$ cat src/rtl/cpu_stage_sequencer.sv
// Multicycle FETCH/DECODE/EXEC/MEM/WB sequencer for the single-issue CPU.
// Owns PC and the instruction register; every output is a registered decode of the next state.
module cpu_stage_sequencer #(
    parameter int                  DataSize  = 32,
    parameter int                  MemSize   = 10,
    parameter int                  WAIT_MAX  = 8,
    parameter logic [DataSize-1:0] HALT_WORD = {DataSize{1'b1}}
) (
    input  logic                clk,
    input  logic                reset,
    input  logic                start,
    input  logic                halt_req,
    input  logic [DataSize-1:0] instruction,
    input  logic                im_ready,
    input  logic                dm_ready,
    output logic [MemSize-1:0]  PC,
    output logic                IM_enable,
    output logic                IM_read,
    output logic                DM_enable,
    output logic                DM_read,
    output logic                DM_write,
    output logic                enable_reg_read,
    output logic                enable_alu_execute,
    output logic                enable_reg_write,
    output logic [DataSize-1:0] ir,
    output logic [2:0]          state,
    output logic                busy,
    output logic                halted,
    output logic                timeout_err
);

    localparam int                 WCW       = (WAIT_MAX > 1) ? $clog2(WAIT_MAX) : 1;
    localparam logic [WCW-1:0]     WAIT_LAST = WCW'(WAIT_MAX - 1);
    localparam logic [WCW-1:0]     WAIT_ONE  = WCW'(1);
    localparam logic [MemSize-1:0] PC_ONE    = MemSize'(1);
    localparam logic [5:0]         OPC_LOAD  = 6'b000010;
    localparam logic [5:0]         OPC_STORE = 6'b001010;

    typedef enum logic [2:0] {
        ST_IDLE   = 3'd0,
        ST_FETCH  = 3'd1,
        ST_DECODE = 3'd2,
        ST_EXEC   = 3'd3,
        ST_MEM    = 3'd4,
        ST_WB     = 3'd5,
        ST_HALT   = 3'd6,
        ST_ERR    = 3'd7
    } state_t;

    typedef struct packed {
        logic im_enable;
        logic im_read;
        logic dm_enable;
        logic dm_read;
        logic dm_write;
        logic reg_read;
        logic alu_execute;
        logic reg_write;
        logic busy;
        logic halted;
        logic timeout_err;
    } strobe_t;

    localparam strobe_t STROBE_NONE = strobe_t'({$bits(strobe_t){1'b0}});

    function automatic logic is_load(input logic [DataSize-1:0] w);
        return w[30:25] == OPC_LOAD;
    endfunction

    function automatic logic is_store(input logic [DataSize-1:0] w);
        return w[30:25] == OPC_STORE;
    endfunction

    function automatic strobe_t decode_strobes(input state_t st, input logic [DataSize-1:0] w);
        strobe_t s;
        s = STROBE_NONE;
        case (st)
            ST_FETCH:  begin s.im_enable = 1'b1; s.im_read = 1'b1; s.busy = 1'b1; end
            ST_DECODE: begin s.reg_read = 1'b1; s.busy = 1'b1; end
            ST_EXEC:   begin s.alu_execute = 1'b1; s.busy = 1'b1; end
            ST_MEM:    begin
                s.dm_enable = 1'b1;
                s.dm_read   = is_load(w);
                s.dm_write  = is_store(w);
                s.busy      = 1'b1;
            end
            ST_WB:     begin s.reg_write = 1'b1; s.busy = 1'b1; end
            ST_HALT:   s.halted = 1'b1;
            ST_ERR:    s.timeout_err = 1'b1;
            default:   s = STROBE_NONE;
        endcase
        return s;
    endfunction

    state_t                state_r, state_nxt_s;
    logic [MemSize-1:0]    pc_r, pc_nxt_s;
    logic [DataSize-1:0]   ir_r, ir_nxt_s;
    logic [WCW-1:0]        wait_cnt_r, wait_cnt_nxt_s;
    logic                  halt_pend_r, halt_pend_nxt_s;
    logic                  halt_now_s;
    logic                  wait_hit_s;
    strobe_t               strobe_r;

    // Next-state, PC, IR, wait counter and halt-pending logic.
    always_comb begin
        state_nxt_s = state_r;
        pc_nxt_s    = pc_r;
        ir_nxt_s    = ir_r;
        wait_hit_s  = (wait_cnt_r == WAIT_LAST);
        // A request arriving in the boundary cycle itself is honoured at that boundary.
        halt_now_s  = halt_pend_r | halt_req;
        if (strobe_r.busy && halt_req) begin
            halt_pend_nxt_s = 1'b1;
        end else begin
            halt_pend_nxt_s = halt_pend_r;
        end
        case (state_r)
            ST_IDLE: begin
                if (start) begin
                    state_nxt_s = ST_FETCH;
                    pc_nxt_s    = {MemSize{1'b0}};
                end else begin
                    state_nxt_s = ST_IDLE;
                end
            end
            ST_FETCH: begin
                if (im_ready) begin
                    ir_nxt_s    = instruction;
                    state_nxt_s = ST_DECODE;
                end else if (wait_hit_s) begin
                    state_nxt_s = ST_ERR;
                end else begin
                    state_nxt_s = ST_FETCH;
                end
            end
            ST_DECODE: state_nxt_s = (ir_r == HALT_WORD) ? ST_HALT : ST_EXEC;
            ST_EXEC:   state_nxt_s = (is_load(ir_r) || is_store(ir_r)) ? ST_MEM : ST_WB;
            ST_MEM: begin
                if (dm_ready) begin
                    if (is_store(ir_r)) begin
                        pc_nxt_s    = pc_r + PC_ONE;
                        state_nxt_s = halt_now_s ? ST_HALT : ST_FETCH;
                    end else begin
                        state_nxt_s = ST_WB;
                    end
                end else if (wait_hit_s) begin
                    state_nxt_s = ST_ERR;
                end else begin
                    state_nxt_s = ST_MEM;
                end
            end
            ST_WB: begin
                pc_nxt_s    = pc_r + PC_ONE;
                state_nxt_s = halt_now_s ? ST_HALT : ST_FETCH;
            end
            ST_HALT: begin
                if (start) begin
                    state_nxt_s     = ST_FETCH;
                    pc_nxt_s        = {MemSize{1'b0}};
                    halt_pend_nxt_s = 1'b0;
                end else begin
                    state_nxt_s = ST_HALT;
                end
            end
            ST_ERR:  state_nxt_s = ST_ERR;
            default: state_nxt_s = ST_ERR;
        endcase
        if (state_nxt_s != state_r) begin
            wait_cnt_nxt_s = {WCW{1'b0}};
        end else if (state_r == ST_FETCH || state_r == ST_MEM) begin
            wait_cnt_nxt_s = wait_cnt_r + WAIT_ONE;
        end else begin
            wait_cnt_nxt_s = {WCW{1'b0}};
        end
    end

    // State registers and registered output strobes.
    always_ff @(posedge clk) begin
        if (!reset) begin
            state_r     <= ST_IDLE;
            pc_r        <= {MemSize{1'b0}};
            ir_r        <= {DataSize{1'b0}};
            wait_cnt_r  <= {WCW{1'b0}};
            halt_pend_r <= 1'b0;
            strobe_r    <= STROBE_NONE;
        end else begin
            state_r     <= state_nxt_s;
            pc_r        <= pc_nxt_s;
            ir_r        <= ir_nxt_s;
            wait_cnt_r  <= wait_cnt_nxt_s;
            halt_pend_r <= halt_pend_nxt_s;
            strobe_r    <= decode_strobes(state_nxt_s, ir_nxt_s);
        end
    end

    assign PC                 = pc_r;
    assign ir                 = ir_r;
    assign state              = state_r;
    assign IM_enable          = strobe_r.im_enable;
    assign IM_read            = strobe_r.im_read;
    assign DM_enable          = strobe_r.dm_enable;
    assign DM_read            = strobe_r.dm_read;
    assign DM_write           = strobe_r.dm_write;
    assign enable_reg_read    = strobe_r.reg_read;
    assign enable_alu_execute = strobe_r.alu_execute;
    assign enable_reg_write   = strobe_r.reg_write;
    assign busy               = strobe_r.busy;
    assign halted             = strobe_r.halted;
    assign timeout_err        = strobe_r.timeout_err;

endmodule

$ cat config.mk
export PLATFORM = sky130hd
export DESIGN_NAME = cpu_stage_sequencer
export DESIGN_NICKNAME = d
export VERILOG_FILES = /design/src/rtl/cpu_stage_sequencer.sv
export SDC_FILE = /design/constraint.sdc
export NUM_CORES = 1
export LEC_CHECK = 0
export BUFFER_PORTS_ARGS = -buffer_cell sky130_fd_sc_hd__buf_2
export CORE_ASPECT_RATIO = 1.75
export CORE_MARGIN = 2
export CORE_UTILIZATION = 25
export CTS_BUF_LIST = sky130_fd_sc_hd__clkbuf_16
export DETAILED_ROUTE_END_ITERATION = 8
export GPL_TIMING_DRIVEN = 1
export PLACE_DENSITY = 0.46
export SLEW_MARGIN = 0
export SYNTH_ARGS = -nofsm -noshare
export SYNTH_HDL_FRONTEND = slang
export SYNTH_SLANG_ARGS = --single-unit
$ cat constraint.sdc
create_clock -name clk -period 2.3 [get_ports clk]
set_clock_uncertainty 0.1 [all_clocks]
set_input_delay 0.115 -clock clk [delete_from_list [all_inputs] [get_ports clk]]
set_output_delay 0.115 -clock clk [all_outputs]
set_load 0.02 [all_outputs]
# Word-level counts from Yosys, hierarchy flattened
# Index checks and enable logic that the tools add are counted.
[totals]
inputBits = 38
reg_bits = 60
elab_cells = 85
out_inout_bits = 56
[classes]
add_sub_neg = 2
mux = 28
n_eq_ne = 24
reduce_logical = 11
bitwise = 3
[op_table]
columns = ["cell", "n"]
rows = [
  ["31-bit 2-to-1 mux", 2],
  ["32-bit equality test (second input constant)", 1],
  ["10-bit 2-to-1 mux", 3],
  ["10-bit case mux with 3 select lines", 1],
  ["3-bit equality test (second input constant)", 9],
  ["3-bit 2-to-1 mux", 8],
  ["3-bit case mux with 8 select lines", 1],
  ["3-bit by 2-bit equality test with 1-bit output (second input constant)", 4],
  ["6-bit by 2-bit equality test with 1-bit output (second input constant)", 2],
  ["6-bit by 4-bit equality test with 1-bit output (second input constant)", 2],
  ["1-bit 2-to-1 mux", 11],
  ["10-bit by 1-bit adder with 10-bit output (second input constant)", 1],
  ["3-bit by 1-bit equality test with 1-bit output (second input constant)", 2],
  ["5-bit OR reduction", 1],
  ["2-bit 2-to-1 mux", 2],
  ["2-bit != test (second input constant)", 2],
  ["2-bit AND reduction", 2],
  ["4-bit AND reduction", 1],
  ["3-bit by 1-bit adder with 3-bit output (second input constant)", 1],
  ["3-bit logical NOT", 1],
  ["3-bit != test", 1],
  ["3-bit nonzero test", 1],
  ["3-bit OR reduction", 1],
  ["1-bit logical OR", 2],
  ["5 further kinds", 6],
]

# Depth between registers and ports, before layout
# Gate-level depths: netlist of run 1.
[depth]
word_depth = 8
ltp_mapped = 7
ltp_nobuf = 7

# Least setup slack after synthesis of run 1
# Ideal clock, no wire load.
[synth_path]
kind = "reg2reg"
from = "register ir_r[25], in the netlist ir[25]"
to = "register strobe_r, in the netlist busy"
n_path_buf = 0
t_required_ps = 2114
arrival_ps = 1842
stages_incl_launch_ff = 6
synth_period_minus_slack_ps = 2028
path_slack_ps = 272
setup_ps = 86
cell_sequence = "dfxtp_1 or4_4 o41ai_2 nand3_1 or2_1 a221oi_2"
[synth_between]
elab_chain_len = 7
elab_cells_between_ends = 16
classes_between = "eq/ne: 8; mux: 6; reduce/logical: 2"
[synth_lines]
columns = ["item", "line_no", "text"]
rows = [
  ["from (decl)", "97", "logic [DataSize-1:0] ir_r, ir_nxt_s;"],
  ["from (signal assigned)", "182", "ir_r <= {DataSize{1'b0}};"],
  ["from (signal assigned)", "189", "ir_r <= ir_nxt_s;"],
  ["6-bit by 4-bit equality test with 1-bit output or 6-bit by 2-bit equality test with 1-bit output (tied branches)", "71, 67", ""],
  ["3-bit 2-to-1 mux or 1-bit logical OR (tied branches)", "140, 137", ""],
  ["3-bit 2-to-1 mux or 1-bit 2-to-1 mux (tied branches)", "139, 137", ""],
  ["3-bit case mux with 8 select lines (*)", "117", "case (state_r)"],
  ["3-bit by 1-bit equality test with 1-bit output (tied with other cells)", "77", "case (st)"],
  ["5-bit OR reduction (no source line) (*)", "n/a", ""],
  ["1-bit 2-to-1 mux (*)", "77", ""],
  ["to (signal assigned)", "192", "strobe_r <= decode_strobes(state_nxt_s, ir_nxt_s);"],
  ["to (decl)", "102", "strobe_t strobe_r;"],
]
# Every way passes the cells marked *; elsewhere a longest branch is shown, timed or not.
# A chain may end at the register's enable or synchronous reset.

# Final worst setup path of run 1
# Ends and elaborated chain as after synthesis.

==> results of run 1 <==
-- kinds of logic (layout without fill, tap and decap cells) --
family | Yosys count | in the layout | synth area share (%)
DFF | 59 | 59 | 45.5
AOI/OAI and AO/OA | 79 | 79 | 19.1
and+or+nand+nor | 153 | 153 | 28.5
adders and majority gates | 3 | 3 | 1.45
muxes | 3 | 3 | 1.16
buffers and inverters | 23 | 163 | 3.62
xor gates and xnor gates | 2 | 2 | 0.675
-- flip-flops by register name (all words and copies together), names as in the netlist, 3 cells and up --
signal / count
wait_cnt_r: 3
PC: 10
state: 3
ir: 32
-- power groups by stage --
stage	combinational (W)	sequential (W)	clock [W]
6_report	0.00100	0.00123	0.00150
5_1_grt	0.00110	0.00125	0.00158
3_3_place_gp	0.000966	0.00125	0
3_5_place_dp	0.000964	0.00125	0
2_1_floorplan	0.000517	0.00134	0
4_1_cts	0.00101	0.00123	0.00153
-- area by class of cell --
class                   count  area [um^2]
multi-input cells         240         1320
repair buffers            141          906
fillers                  1110         6260
inverters                   6         22.5
well taps                 127          159
clock buffers               9          225
clock inverters             7          108
flip-flops and latches     59         1180
-- final timing paths --
| kind | endpoint | slack (ns) | cells past startpoint |
|---|---|---|---|
| max | busy | 0.18 | 5 |
| max reg2reg | busy | 0.18 | 5 |
| min reg2reg | ir[17] | 0.37 | 2 |
| min | state[1] | 0.001 | 3 |
-- per-layer routing --
layer / share of wire, % / global-route usage, % / vias to the layer above
li1: - / - / 1419
met3: 4.1 / 3.32 / 22
met5: 0 / 0 / -
met2: 53 / 27.4 / 81
met1: 39 / 16.8 / 1341
met4: 3.6 / 8.74 / 0
-- layout by cell type, fill, tap and decap left out, types with 4 or more instances in the layout --
cell type / count
buf_2: 93
nand2_1: 77
dfxtp_1: 59
a21oi_1: 39
dlygate4sd3_1: 32
nand4_1: 18
buf_4: 16
nor2_1: 13
o21ai_0: 11
clkbuf_16: 9
inv_1: 7
nor3_1: 7
nand3_1: 5
and3_1: 5
nand2b_1: 5
nor3b_1: 4
a31oi_1: 4
-- critical path, delay by kind of cell (launching register included) --
family             cells  cell delay [ns]
AOI/OAI and AO/OA      2             0.56
and+or+nand+nor        3             1.05
DFF                    1             0.34
-- what timing repair did --
action,4_1_cts,5_1_grt
hold buffers,32,0
buffers inserted,0,0
endpoints found under the hold margin,33,0
-- stage by stage --
step / worst slack [ns] / util, % / instances / power, W
final: 0.183 / 38.5 / 589 / 0.00373
after floorplan: 0.272 / - / 322 / 0.00185
after detailed placement: 0.196 / 32.1 / 541 / 0.00222
after global routing: 0.0106 / 38.5 / 589 / 0.00393
after global placement: 0.218 / 32.1 / 541 / 0.00222
after CTS: 0.182 / 38.5 / 589 / 0.00377
==> impl_metrics.env, run 1 <==
export IMPL_hp_class="in -> reg"
export IMPL_crit_chain="or4_4 > o41ai_2 > nand3_1 > or2_1 > a221oi_2"
export IMPL_cp_end_kind="register"
export IMPL_max_slew_margin_pct=57.3
export IMPL_synthCells=322
export IMPL_num_vias=2863
export IMPL_drcViolationCount=0
export IMPL_dpl_cell_area_um2=3270
export IMPL_dr_pass1_iters=4
export IMPL_coreArea_um2=10200
export IMPL_cp_max_fo=5
export IMPL_p_seq_share_pct=32.9
export IMPL_die_area_um2=11200
export IMPL_critical_path_max_stage_delay_ns=0.58
export IMPL_clk_path_buf_depth=2
export IMPL_p_int_w=0.00256
export IMPL_start_util_pct=25.5
export IMPL_syn_cell_area_um2=2590
export IMPL_synthFlopType="dfxtp_1"
export IMPL_crit_start="ir[25]"
export IMPL_nets=498
export IMPL_cts_root_buf="clkbuf_16"
export IMPL_critPathArrivalTime_ns=2.26
export IMPL_routabilityCongestion=0.844
export IMPL_cp_required_ns=2.44
export IMPL_areaGrowthSynthToFinish_pct=51.1
export IMPL_whs_ns=0.00133
export IMPL_grt_pass1_vias=2753
export IMPL_hpwl_um=6330
export IMPL_fmax_ghz=0.472
export IMPL_period_share_pct=92.0
export IMPL_post_cts_resized=0
export IMPL_io_pins=94
export IMPL_synth_seq_cells=59
export IMPL_synthTopCellsByCount="nand2_1, dfxtp_1, a21oi_1, nand4_1"
export IMPL_grt_pass1_wl_um=13600
export IMPL_post_route_min_period_ns=2.12
export IMPL_status="finished, final reports clean"
export IMPL_switching_share_pct=31.4
export IMPL_insertion_delay_ns=0.32
export IMPL_synth_nets=363
export IMPL_drive_gt1_share_pct=28.1
export IMPL_port_buffers=93
export IMPL_rsz0062_at_grt="no"
export IMPL_hold_viol_final=0
export IMPL_core_rowCount=49
export IMPL_wl_um=8420
export IMPL_synth_top_area_share_pct=45.5
export IMPL_synth_edff_count=0
export IMPL_power_per_cell_area_nw_per_um2=952
export IMPL_yosysWarnings=0
export IMPL_syn_avg_cell_area_um2=8.06
export IMPL_timing_rr_start="ir[25]"
export IMPL_synth_top_area_cell="dfxtp_1"
export IMPL_setup_violations=0
export IMPL_final_cell_area_um2=3920
export IMPL_p_comb_share_pct=26.8
export IMPL_drtIter0Drc=114
export IMPL_cts_made_buffers=9
export IMPL_crit_path_start_kind="register"
export IMPL_vdd_drop_max_mv=0.464
export IMPL_finalSetupTns_ns=0
export IMPL_leakage_nw=1.74
export IMPL_yosysMostFrequentCell="nand2_1"
export IMPL_hp_start="reset"
export IMPL_path_clk_slew_ns=0.05
export IMPL_async_flop_share_pct=0
export IMPL_cts_tree="built"
export IMPL_vias_per_cell=4.86
export IMPL_grt_total_usage_pct=15.6
export IMPL_worst_pin_slew_ns=0.633
export IMPL_synthDistinctLibCells=50
export IMPL_die_x_um=81.0
export IMPL_cp_slowest_cell="or4_4"
export IMPL_diodes=0
export IMPL_yosysSeqAreaShare_pct=45.5
export IMPL_grt_max_degree=36
export IMPL_critPathKind="reg -> reg"
export IMPL_synth_area_leaders="dfxtp_1, nand2_1, a21oi_1"
export IMPL_maxCapViolCount=0
export IMPL_drv_slew=0
export IMPL_p_switching_w=0.00117
export IMPL_route_detailed_wl_per_inst_um=14.3
export IMPL_antenna_found_initial=0
export IMPL_die_y_um=139
export IMPL_power_frac_clock_pct=40.2
export IMPL_clock_sinks=59
export IMPL_postRouteAntennaNets=0
export IMPL_htreeDepth=3
export IMPL_gr_total_overflow=0
Note: power is estimated with default switching activity, not from simulation.
==> run 2: changes to the inputs <==
--- a/config.mk
+++ b/config.mk
@@ -12,6 +12,7 @@
 export CTS_BUF_LIST = sky130_fd_sc_hd__clkbuf_16
 export DETAILED_ROUTE_END_ITERATION = 8
 export GPL_TIMING_DRIVEN = 1
+export MAX_ROUTING_LAYER = met4
 export PLACE_DENSITY = 0.46
 export SLEW_MARGIN = 0
 export SYNTH_ARGS = -nofsm -noshare
==> run 2 against run 1 <==
Compared with the run above: the flow now finishes with violations (negative hold slack); clock power about the same; sequential power is essentially flat; global-route usage grew 0.54 points; final cell count is the same; routed wire length is 0.88% higher; count of clock-buffer cells in the layout is the same; flip-flop and latch count stayed put; sequential share of layout area unchanged; total power up 0.27%; non-clock buffer count unchanged; critical path depth is the same; setup slack barely moved; largest power group unchanged.
==> impl_metrics.env, run 2 (same netlist as run 1, synthesis figures left out) <==
export IMPL_start_util_pct=25.5
export IMPL_layout_common_cells="buf_2, nand2_1, dfxtp_1"
export IMPL_drive_gt1_share_pct=28.1
export IMPL_setup_violations=0
export IMPL_whs_ns=-0.00299
export IMPL_die_x_um=81.0
export IMPL_worst_pin_slew_ns=0.633
export IMPL_switching_share_pct=31.6
export IMPL_num_vias=2852
export IMPL_postCtsSetupRepairBufs=0
export IMPL_r2r_cells=5
export IMPL_drtIter0Drc=133
export IMPL_drv_slew=0
export IMPL_insertion_delay_ns=0.33
export IMPL_gr_total_overflow=0
export IMPL_cts_tree="built"
export IMPL_clk_path_buf_depth=2
export IMPL_grt_max_degree=36
export IMPL_postRouteAntennaNets=0
export IMPL_power_per_cell_area_nw_per_um2=955
export IMPL_maxCapViolCount=0
export IMPL_finalSetupTns_ns=0
export IMPL_cp_max_fo=5
export IMPL_cp_end_kind="register"
export IMPL_port_buffers=93
export IMPL_antenna_found_initial=0
export IMPL_fin_ws_ns=0.183
export IMPL_cts_root_buf="clkbuf_16"
export IMPL_post_route_min_period_ns=2.12
export IMPL_critPathArrivalTime_ns=2.26
export IMPL_drcViolationCount=0
export IMPL_htreeDepth=3
export IMPL_routabilityCongestion=0.857
export IMPL_clock_sinks=59
export IMPL_diodes=0
export IMPL_cts_made_buffers=9
export IMPL_nets=498
export IMPL_grt_total_usage_pct=16.2
export IMPL_p_comb_share_pct=26.8
export IMPL_vias_per_cell=4.84
export IMPL_largest_reg_flops=32
export IMPL_pre_cts_slack_ns=0.196
export IMPL_cp_required_ns=2.45
export IMPL_crit_path_start_kind="register"
export IMPL_period_share_pct=92.1
export IMPL_rsz0062_at_grt="no"
export IMPL_critPathKind="reg -> reg"
export IMPL_areaGrowthSynthToFinish_pct=51.1
export IMPL_grt_pass1_vias=2741
export IMPL_p_int_w=0.00256
export IMPL_wl_um=8490
export IMPL_violations="negative hold slack"
export IMPL_coreArea_um2=10200
export IMPL_grt_pass1_wl_um=13600
export IMPL_fmax_ghz=0.472
export IMPL_route_detailed_wl_per_inst_um=14.4
export IMPL_dr_pass1_iters=4
export IMPL_hold_viol_final=1
export IMPL_hpwl_um=6330
export IMPL_p_seq_share_pct=32.9
export IMPL_die_area_um2=11200
export IMPL_path_clk_slew_ns=0.05
export IMPL_core_rowCount=49
export IMPL_p_switching_w=0.00118
export IMPL_power_frac_clock_pct=40.4
export IMPL_final_common_cell="buf_2"
export IMPL_io_pins=94
export IMPL_leakage_nw=1.74
export IMPL_min_path_cells=3
export IMPL_status="finished with violations"
export IMPL_hp_class="in -> reg"
export IMPL_max_slew_margin_pct=57.3
export IMPL_vdd_drop_max_mv=0.464
export IMPL_die_y_um=139
[run 2: stage by stage]
step	utilization (%)	instances	total power, W	cell area (um^2)	hold slack, ns
finish	38.5	589	0.00374	3920	-0.00299
global route	38.5	589	0.00393	3920	0.0458
detailed placement	32.1	541	0.00222	3270	0.262
CTS	38.5	589	0.00377	3920	0.00347
floorplan	-	322	0.00185	2590	0.144
global placement	32.1	541	0.00222	3270	0.255
[run 2: area by class of cell]
class	count	area, um^2
multi-input combinational	240	1320
sequential	59	1180
inverter	6	22.5
tap	127	159
clock inverter	7	108
fill	1110	6260
timing repair buffer	141	906
clock buffer	9	225
[run 2: critical path, stage by stage, from the launching register on]
cell	delay, ns
dfxtp_1	0.34
or4_4	0.57
o41ai_2	0.31
nand3_1	0.17
or2_1	0.30
a221oi_2	0.25
[run 2: worst paths after layout]
path	start	slack, ns	end
setup / recovery	ir[25]	0.18	busy
hold / removal	reset	-0.003	state[1]
setup reg to reg	ir[25]	0.18	busy
hold reg to reg	ir[17]	0.37	ir[17]
[run 2: power groups by stage]
stage          Combinational (W)  Clock [W]  Sequential, W
2_1_floorplan           0.000517          0        0.00134
3_3_place_gp            0.000966          0        0.00125
3_5_place_dp            0.000964          0        0.00125
4_1_cts                  0.00101    0.00153        0.00123
5_1_grt                  0.00110    0.00158        0.00125
6_report                 0.00100    0.00151        0.00123
[run 2: timing repair]
item / 4_1_cts / 5_1_grt
gates resized for setup: 0 / 0
endpoints found under the setup margin: 0 / 0
hold buffers: 32 / 0
hold endpoints to repair: 33 / 0
[run 2: layer usage]
metal / track usage (%) / part of all wire [%] / vias to the layer above
met5: - / 0 / -
met4: 10.1 / 4.0 / 0
met3: 2.41 / 4.1 / 23
met2: 27.3 / 53 / 90
met1: 17.1 / 39 / 1320
li1: - / - / 1419
==> run 3: changes to the inputs <==
--- a/config.mk
+++ b/config.mk
@@ -5,15 +5,15 @@
 export SDC_FILE = /design/constraint.sdc
 export NUM_CORES = 1
 export LEC_CHECK = 0
-export BUFFER_PORTS_ARGS = -buffer_cell sky130_fd_sc_hd__buf_2
 export CORE_ASPECT_RATIO = 1.75
 export CORE_MARGIN = 2
 export CORE_UTILIZATION = 25
 export CTS_BUF_LIST = sky130_fd_sc_hd__clkbuf_16
 export DETAILED_ROUTE_END_ITERATION = 8
+export DONT_BUFFER_PORTS = 1
 export GPL_TIMING_DRIVEN = 1
 export MAX_ROUTING_LAYER = met4
-export PLACE_DENSITY = 0.46
+export RECOVER_POWER = 50
 export SLEW_MARGIN = 0
 export SYNTH_ARGS = -nofsm -noshare
 export SYNTH_HDL_FRONTEND = slang
==> run 3 against run 2 <==
Compared with the run above: the flow now finishes without violations; routed wire length is 3.1% lower; critical path depth stayed put; register-to-register slack worse by 0.06 ns; core utilization is 3.3 points lower; via count is 5.8% lower; design area is 8.5% lower; total power is 5.8% lower; final cell count is 10% lower; first-iteration DRC count is 14% lower; clock power is 9% lower; critical endpoint is now DM_write; largest cell class unchanged.
==> impl_metrics.env, run 3 (same netlist as run 1, synthesis figures left out) <==
export IMPL_dpl_cell_area_um2=3030
export IMPL_die_x_um=81.0
export IMPL_die_y_um=139
export IMPL_power_per_cell_area_nw_per_um2=983
export IMPL_leakage_nw=1.32
export IMPL_cts_tree="built"
export IMPL_routabilityCongestion=0.836
export IMPL_path_clk_slew_ns=0.05
export IMPL_htreeDepth=3
export IMPL_io_pins=94
export IMPL_rsz0062_at_grt="no"
export IMPL_final_cell_area_um2=3590
export IMPL_grt_max_degree=25
export IMPL_coreArea_um2=10200
export IMPL_p_comb_share_pct=25.0
export IMPL_m1WireLength_um=2990
export IMPL_grt_total_usage_pct=15.5
export IMPL_p_seq_share_pct=35.9
export IMPL_core_rowCount=49
export IMPL_nets=440
export IMPL_highest_layer="met4"
export IMPL_status="finished, final reports clean"
export IMPL_met3_length_um=610
export IMPL_largest_reg_flops=32
export IMPL_areaGrowthSynthToFinish_pct=38.3
export IMPL_worst_pin_slew_ns=0.597
export IMPL_cts_made_buffers=9
export IMPL_clk_path_buf_depth=2
export IMPL_critPathKind="reg -> reg"
export IMPL_route_detailed_wl_per_inst_um=15.5
export IMPL_wl_met2_um=4340
export IMPL_postCtsSetupRepairBufs=0
export IMPL_cp_end_kind="register"
export IMPL_port_buffers=0
export IMPL_p_switching_w=0.00114
export IMPL_fill_cells=1095
export IMPL_setup_violations=0
export IMPL_postRouteAntennaNets=0
export IMPL_critPathArrivalTime_ns=2.30
export IMPL_crit_path_start_kind="register"
export IMPL_drv_slew=0
export IMPL_start_util_pct=25.5
export IMPL_final_common_cell="nand2_1"
export IMPL_grt_pass1_vias=2644
export IMPL_grt_pass1_wl_um=12900
export IMPL_drive_gt1_share_pct=9.43
export IMPL_num_vias=2686
export IMPL_insertion_delay_ns=0.33
export IMPL_vdd_drop_max_mv=0.498
export IMPL_hp_class="in -> reg"
export IMPL_cp_max_fo=9
export IMPL_die_area_um2=11200
export IMPL_finalSetupTns_ns=0
export IMPL_period_share_pct=94.8
export IMPL_vias_per_cell=5.07
export IMPL_drtIter0Drc=115
export IMPL_power_frac_clock_pct=39.2
export IMPL_clock_sinks=59
export IMPL_drcViolationCount=0
export IMPL_post_route_min_period_ns=2.18
export IMPL_diodes=0
export IMPL_gr_total_overflow=0
export IMPL_antenna_found_initial=0
export IMPL_p_int_w=0.00238
export IMPL_hold_viol_final=0
export IMPL_maxCapViolCount=0
export IMPL_dr_pass1_iters=4
export IMPL_fmax_ghz=0.459
export IMPL_cts_root_buf="clkbuf_16"
export IMPL_max_slew_margin_pct=59.8
export IMPL_hpwl_um=5810
export IMPL_layout_common_cells="nand2_1, dfxtp_1, a21oi_1"
export IMPL_wl_um=8230
export IMPL_switching_share_pct=32.4
export IMPL_cp_required_ns=2.42
-- run 3: cell count changes in the layout (fill, tap and decap cells not counted), sizes merged --
cell,change
buf,-93
bufinv,-1
clkbuf,+31
clkinvlp,+1
dlygate4sd3,+4
inv,-1
-- run 3: cell type report --
cell class,instances,area (um^2),share of cell area (%)
Clock buffer,9,225,6.28
Clock inverter,6,81.3,2.27
Multi-Input combinational cell,240,1320,36.8
Inverter,6,22.5,0.628
Sequential cell,59,1180,33.0
Timing Repair Buffer,83,597,16.6
Tap cell,127,159,4.43
-- run 3: final timing paths --
| path | startpoint | to | slack, ns | cells after the start |
|---|---|---|---|---|
| hold reg to reg | halt_pend_r | halt_pend_r | 0.48 | 2 |
| hold / removal | instruction[26] | DM_read | 0.02 | 4 |
| setup reg to reg | ir[30] | DM_write | 0.12 | 5 |
| setup / recovery | ir[30] | DM_write | 0.12 | 5 |
-- run 3: power groups by stage --
| stage | Clock [W] | Combinational [W] | Sequential [W] |
|---|---|---|---|
| 5_1_grt | 0.00146 | 0.000966 | 0.00128 |
| 3_3_place_gp | 0 | 0.000855 | 0.00128 |
| 3_5_place_dp | 0 | 0.000870 | 0.00129 |
| 6_report | 0.00138 | 0.000881 | 0.00126 |
| 4_1_cts | 0.00141 | 0.000927 | 0.00127 |
| 2_1_floorplan | 0 | 0.000517 | 0.00134 |
-- run 3: routing by layer --
| metal | up-vias | GRT usage, % |
|---|---|---|
| met5 | - | - |
| met4 | 0 | 7.67 |
| met3 | 27 | 4.17 |
| met2 | 107 | 26.8 |
| met1 | 1245 | 15.6 |
| li1 | 1307 | - |
-- run 3: worst max-delay path, stage by stage, from the launching register on --
cell,delay [ns]
dfxtp_1,0.39
nand4_1,0.12
or4_1,0.55
o21bai_1,0.26
nand2_1,0.28
a211oi_1,0.36
-- run 3: timing repair --
action                                  in CTS  in global routing
endpoints found under the setup margin       0                  2
hold buffers                                36                  0
gates resized for setup                      0                  1
endpoints found under the hold margin       45                  0
-- run 3: per-stage QoR --
step	util, %	cells	power, W	worst slack (ns)	hold slack, ns
global placement	29.8	479	0.00214	0.208	0.152
CTS	36.4	530	0.00360	0.129	0.0176
detailed placement	29.8	479	0.00216	0.148	0.156
global route	35.2	530	0.00370	0.0321	0.0522
finish	35.2	530	0.00353	0.120	0.0194
floorplan	-	322	0.00185	0.272	0.144
